`src/rtl/mem_port_arbiter.sv`:
```
// Shares one single-ported memory between the fetch port and the data port.
// One transaction at a time; data wins ties; a watchdog aborts unanswered requests.
module mem_port_arbiter #(
   parameter int ADDR_W  = 32,
   parameter int DATA_W  = 32,
   parameter int TIMEOUT = 15
) (
   input  logic              clk,
   input  logic              rst,
   input  logic              if_req,
   input  logic [ADDR_W-1:0] if_addr,
   output logic [DATA_W-1:0] if_rdata,
   output logic              if_ready,
   input  logic              d_req,
   input  logic              d_we,
   input  logic [ADDR_W-1:0] d_addr,
   input  logic [DATA_W-1:0] d_wdata,
   output logic [DATA_W-1:0] d_rdata,
   output logic              d_ready,
   output logic              if_stall,
   output logic              d_stall,
   output logic              mem_req,
   output logic              mem_we,
   output logic [ADDR_W-1:0] mem_addr,
   output logic [DATA_W-1:0] mem_wdata,
   input  logic [DATA_W-1:0] mem_rdata,
   input  logic              mem_ack,
   output logic              err
);

   typedef enum logic [1:0] {IDLE, I_BUSY, D_BUSY, DONE} state_t;

   localparam logic [7:0] WD_LAST = 8'(TIMEOUT - 1);

   state_t     state, state_nxt;
   logic       owner_d;
   logic [7:0] wd_cnt;
   logic       busy;
   logic       grant_d, grant_i;
   logic       ack_hit, timeout_hit;

   assign busy     = (state == I_BUSY) || (state == D_BUSY);
   assign mem_req  = busy;
   assign if_stall = if_req & ~if_ready;
   assign d_stall  = d_req & ~d_ready;

   always_comb begin
      state_nxt   = state;
      grant_d     = 1'b0;
      grant_i     = 1'b0;
      ack_hit     = 1'b0;
      timeout_hit = 1'b0;
      case (state)
         IDLE: begin
            if (d_req) begin
               grant_d   = 1'b1;
               state_nxt = D_BUSY;
            end else if (if_req) begin
               grant_i   = 1'b1;
               state_nxt = I_BUSY;
            end
         end
         I_BUSY, D_BUSY: begin
            if (mem_ack) begin
               ack_hit   = 1'b1;
               state_nxt = DONE;
            end else if (wd_cnt == WD_LAST) begin
               timeout_hit = 1'b1;
               state_nxt   = DONE;
            end
         end
         default: state_nxt = IDLE;
      endcase
   end

   always_ff @(posedge clk) begin
      if (rst) begin
         state     <= IDLE;
         owner_d   <= 1'b0;
         wd_cnt    <= '0;
         mem_we    <= 1'b0;
         mem_addr  <= '0;
         mem_wdata <= '0;
         if_rdata  <= '0;
         d_rdata   <= '0;
         if_ready  <= 1'b0;
         d_ready   <= 1'b0;
         err       <= 1'b0;
      end else begin
         state <= state_nxt;
         // Ready is registered so the DONE cycle carries the pulse with no path from mem_ack.
         if_ready <= (ack_hit | timeout_hit) & ~owner_d;
         d_ready  <= (ack_hit | timeout_hit) & owner_d;
         if (timeout_hit) err <= 1'b1;
         if (grant_d) begin
            owner_d   <= 1'b1;
            wd_cnt    <= '0;
            mem_we    <= d_we;
            mem_addr  <= d_addr;
            mem_wdata <= d_wdata;
         end else if (grant_i) begin
            owner_d  <= 1'b0;
            wd_cnt   <= '0;
            mem_we   <= 1'b0;
            mem_addr <= if_addr;
         end
         if (busy && !mem_ack) wd_cnt <= wd_cnt + 8'd1;
         if (ack_hit) begin
            if (!owner_d)     if_rdata <= mem_rdata;
            else if (!mem_we) d_rdata  <= mem_rdata;
         end
      end
   end

endmodule

```
`config.mk`:
```
export PLATFORM = sky130hd
export DESIGN_NAME = mem_port_arbiter
export DESIGN_NICKNAME = d
export VERILOG_FILES = /design/src/rtl/mem_port_arbiter.sv
export SDC_FILE = /design/constraint.sdc
export NUM_CORES = 1
export LEC_CHECK = 0
export BUFFER_PORTS_ARGS = -buffer_cell sky130_fd_sc_hd__buf_2
export CAP_MARGIN = 25
export CORE_MARGIN = 2
export CORE_UTILIZATION = 49
export CTS_BUF_LIST = sky130_fd_sc_hd__clkbuf_16
export DETAILED_ROUTE_END_ITERATION = 6
export HOLD_SLACK_MARGIN = 0.08
export MAX_ROUTING_LAYER = met4
export PLACE_DENSITY = 0.84
export SLEW_MARGIN = 20
export SYNTH_ARGS = -nofsm -noshare
export SYNTH_HDL_FRONTEND = slang
export SYNTH_SLANG_ARGS = --single-unit
export TNS_END_PERCENT = 10
```
`constraint.sdc`:
```
create_clock -name clk -period 4 [get_ports clk]
set_input_delay 0.4 -clock clk [delete_from_list [all_inputs] [get_ports clk]]
set_output_delay 0.4 -clock clk [all_outputs]
set_load 0.03 [all_outputs]
```
==> results.sh <==
export IMPL_ir_drop_uv=504
export IMPL_coreArea_sq_mm=0.0109
export IMPL_first_iter_violations=389
export IMPL_reg2reg_to="mem_addr[22]"
export IMPL_vias=5516
export IMPL_cts_buffers=17
export IMPL_ff2ff_setup_slack_ns=1.68
export IMPL_avgSynthCellArea_sq_um=7.92
export IMPL_drc=0
export IMPL_synth_edf_count=0
export IMPL_fmax_ghz=0.431
export IMPL_ctsHoldBuffers=0
export IMPL_crit_arrival_ns=2.62
export IMPL_grt_pass1_wl_um=24200
export IMPL_antenna_left=0
export IMPL_finalHoldViolCount=0
export IMPL_place_hpwl_um=11000
export IMPL_layout_nets=1073
export IMPL_diodes=0
export IMPL_wire_per_inst_um=14.7
export IMPL_start_util=0.505
export IMPL_drt_total_wl_um=16000
export IMPL_fin_crit_ns=2.32
export IMPL_synth_top_cell_area_share=0.521
export IMPL_rows=38
export IMPL_grt_max_degree=63
export IMPL_maxCapViolCount=0
export IMPL_synth_area_top_cells="dfxtp_1 52%, nand2_1 13%, a21oi_1 9.5%"
export IMPL_hold_path_class="input port to flop"
export IMPL_tightest_slew_ns=0.897
export IMPL_place_congestion=0.838
export IMPL_rsz0062_at_grt="false"
export IMPL_vias_per_cell=5.07
export IMPL_p_leak_nw=3.38
export IMPL_cp_end_kind="flop"
export IMPL_r2r_start="state[1]"
export IMPL_critPathLaunch="state[1]"
export IMPL_die_x_um=110
export IMPL_power_total_mw=5.19
export IMPL_dr_pass1_iters=5
export IMPL_synthFlopType="dfxtp_1"
export IMPL_synth_mux_area_frac=0
export IMPL_cts_tree="yes"
export IMPL_ys_types=30
export IMPL_synth_cells=694
export IMPL_yosysMostFrequentCell="nand2_1"
export IMPL_setup_tns_final_ns=0
export IMPL_dp_cells=1056
export IMPL_clock_latency_ns=0.41
export IMPL_synth_xor_area_frac=0
export IMPL_status="finished, final reports clean"
export IMPL_worstSetupPathType="flop to flop"
export IMPL_path_max_fanout=32
export IMPL_drive_gt1_frac=0.327
export IMPL_stdcell_count=1088
export IMPL_overflow=0
export IMPL_synthTopCellsByCount="197 x nand2_1, 143 x dfxtp_1, 104 x a21oi_1"
export IMPL_cts_sinks=143
export IMPL_dieHeight_um=110
export IMPL_slew_limit_headroom=0.401
export IMPL_dieArea_sq_mm=0.0121
export IMPL_post_cts_buffers=0
export IMPL_synth_adder_area_share=0.00911
export IMPL_grt_pass1_vias=4862
export IMPL_finClkSkew_ns=0.00945
export IMPL_crit_required_ns=4.31
export IMPL_final_util=0.685
export IMPL_synth_top_family_by_area="simple AND/OR/NAND/NOR gates"
export IMPL_syn_nets=832
export IMPL_postCtsResizedCells=0
export IMPL_yosys_area_top_type="dfxtp_1"
export IMPL_slew_violations=0
export IMPL_grt_usage=0.265
export IMPL_syn_area_sq_mm=0.00550
export IMPL_p_per_area_mw_per_mm2=696
export IMPL_syn2layout_area_growth_pct=35.7
export IMPL_antenna_found_initial=0
export IMPL_setup_viol_count_final=0
export IMPL_postSynth_asyncResetShare=0
export IMPL_io_pins=269
export IMPL_critPathLaunchType="flop"
export IMPL_yosys_area_share_simple=0.234
export IMPL_rr_worst_depth=7
export IMPL_io_buffers=268
export IMPL_yosysWarnings=0
export IMPL_root_buffer="clkbuf_16"
export IMPL_period_share=0.580
export IMPL_htreeDepth=4
export IMPL_cts_buffer_depth=2
export IMPL_synth_compound_area_frac=0.186
export IMPL_ys_ff_latch=143
export IMPL_clk_pin_slew_ns=0.06
export IMPL_endpoint="mem_addr[22]"
export IMPL_synth_yosys_seq_area_share=0.521
export IMPL_final_fill_count=928
==> metrics by stage <==
stage | hold slack (ns) | setup slack [ns] | cell area [sq um]
final | 0.227 | 1.68 | 7460
after detailed placement | 0.443 | 1.74 | 6830
after CTS | 0.214 | 1.73 | 7450
after global routing | 0.216 | 1.50 | 7460
after global placement | 0.438 | 1.74 | 6830
after floorplan | 0.426 | 2.13 | 5500
==> worst min path at each step <==
| stage | start | to | slack [ns] | cells after the start |
|---|---|---|---|---|
| final | d_wdata[18] | mem_wdata[18] | 0.23 | 3 |
| after global routing | d_wdata[23] | mem_wdata[23] | 0.22 | 3 |
| after CTS | d_wdata[1] | mem_wdata[1] | 0.21 | 3 |
| after detailed placement | mem_wdata[15] | mem_wdata[15] | 0.44 | 2 |
| after global placement | mem_wdata[0] | mem_wdata[0] | 0.44 | 2 |
| after floorplan | owner_d | if_ready | 0.43 | 1 |
==> where the power goes <==
| group | internal (mW) | leakage (nW) | switching, mW |
|---|---|---|---|
| combinational | 0.477 | 1.91 | 1.22 |
| sequential | 1.70 | 1.17 | 0.141 |
| clock | 1.04 | 0.304 | 0.606 |
==> per-layer routing <==
metal | vias up | track usage | part of all wire
met5 | - | - | 0
met4 | 0 | 0.101 | 0.022
met3 | 32 | 0.0699 | 0.058
met2 | 177 | 0.429 | 0.51
met1 | 2497 | 0.315 | 0.41
li1 | 2810 | - | -
==> cell type report <==
class	count	area [sq um]	share of cell area
clock buffer	17	425	0.0570
clock inverter	15	195	0.0262
inverter	7	26.3	0.00352
multi-input combinational	490	2370	0.318
sequential	143	2860	0.384
tap	140	175	0.0235
timing repair buffer	276	1400	0.188
==> cells by family after synthesis <==
group / count (synthesis)
buffers and inverters: 61
adders and majority gates: 4
DFF: 143
and+or+nand+nor: 304
AOI/OAI and AO/OA: 182
==> critical path, stage by stage (launching register included) <==
cell and delay [ns]:
dfxtp_1 0.33, inv_1 0.07, ha_1 0.58, buf_4 0.37
o21a_1 0.20, buf_4 0.34, nor2_1 0.08, a211oi_1 0.23
==> cells in the final DEF (no fill, tap or decap), drive strengths merged, types with 2 or more instances in the layout <==
cell type / Yosys / routed
a211oi: 32 / 32
a21oi: 104 / 104
a31oi: 2 / 2
and2: 4 / 4
buf: 24 / 276
bufinv: 0 / 4
clkbuf: 30 / 17
clkinv: 0 / 5
clkinvlp: 0 / 2
dfxtp: 143 / 143
ha: 4 / 4
inv: 7 / 11
nand2: 197 / 197
nand3: 6 / 6
nand4b: 2 / 2
nor2: 49 / 49
nor2b: 2 / 2
nor3: 2 / 2
nor4: 2 / 2
o21ai: 36 / 36
o2bb2ai: 2 / 2
o31ai: 2 / 2
or3: 37 / 37
==> registers in the layout, summed over array words and instances, names as in the netlist, 2 cells and up <==
| register | cells |
|---|---|
| d_rdata | 32 |
| if_rdata | 32 |
| mem_addr | 32 |
| mem_wdata | 32 |
| wd_cnt | 8 |
| state | 2 |
Power figures use the tool's default switching activity.
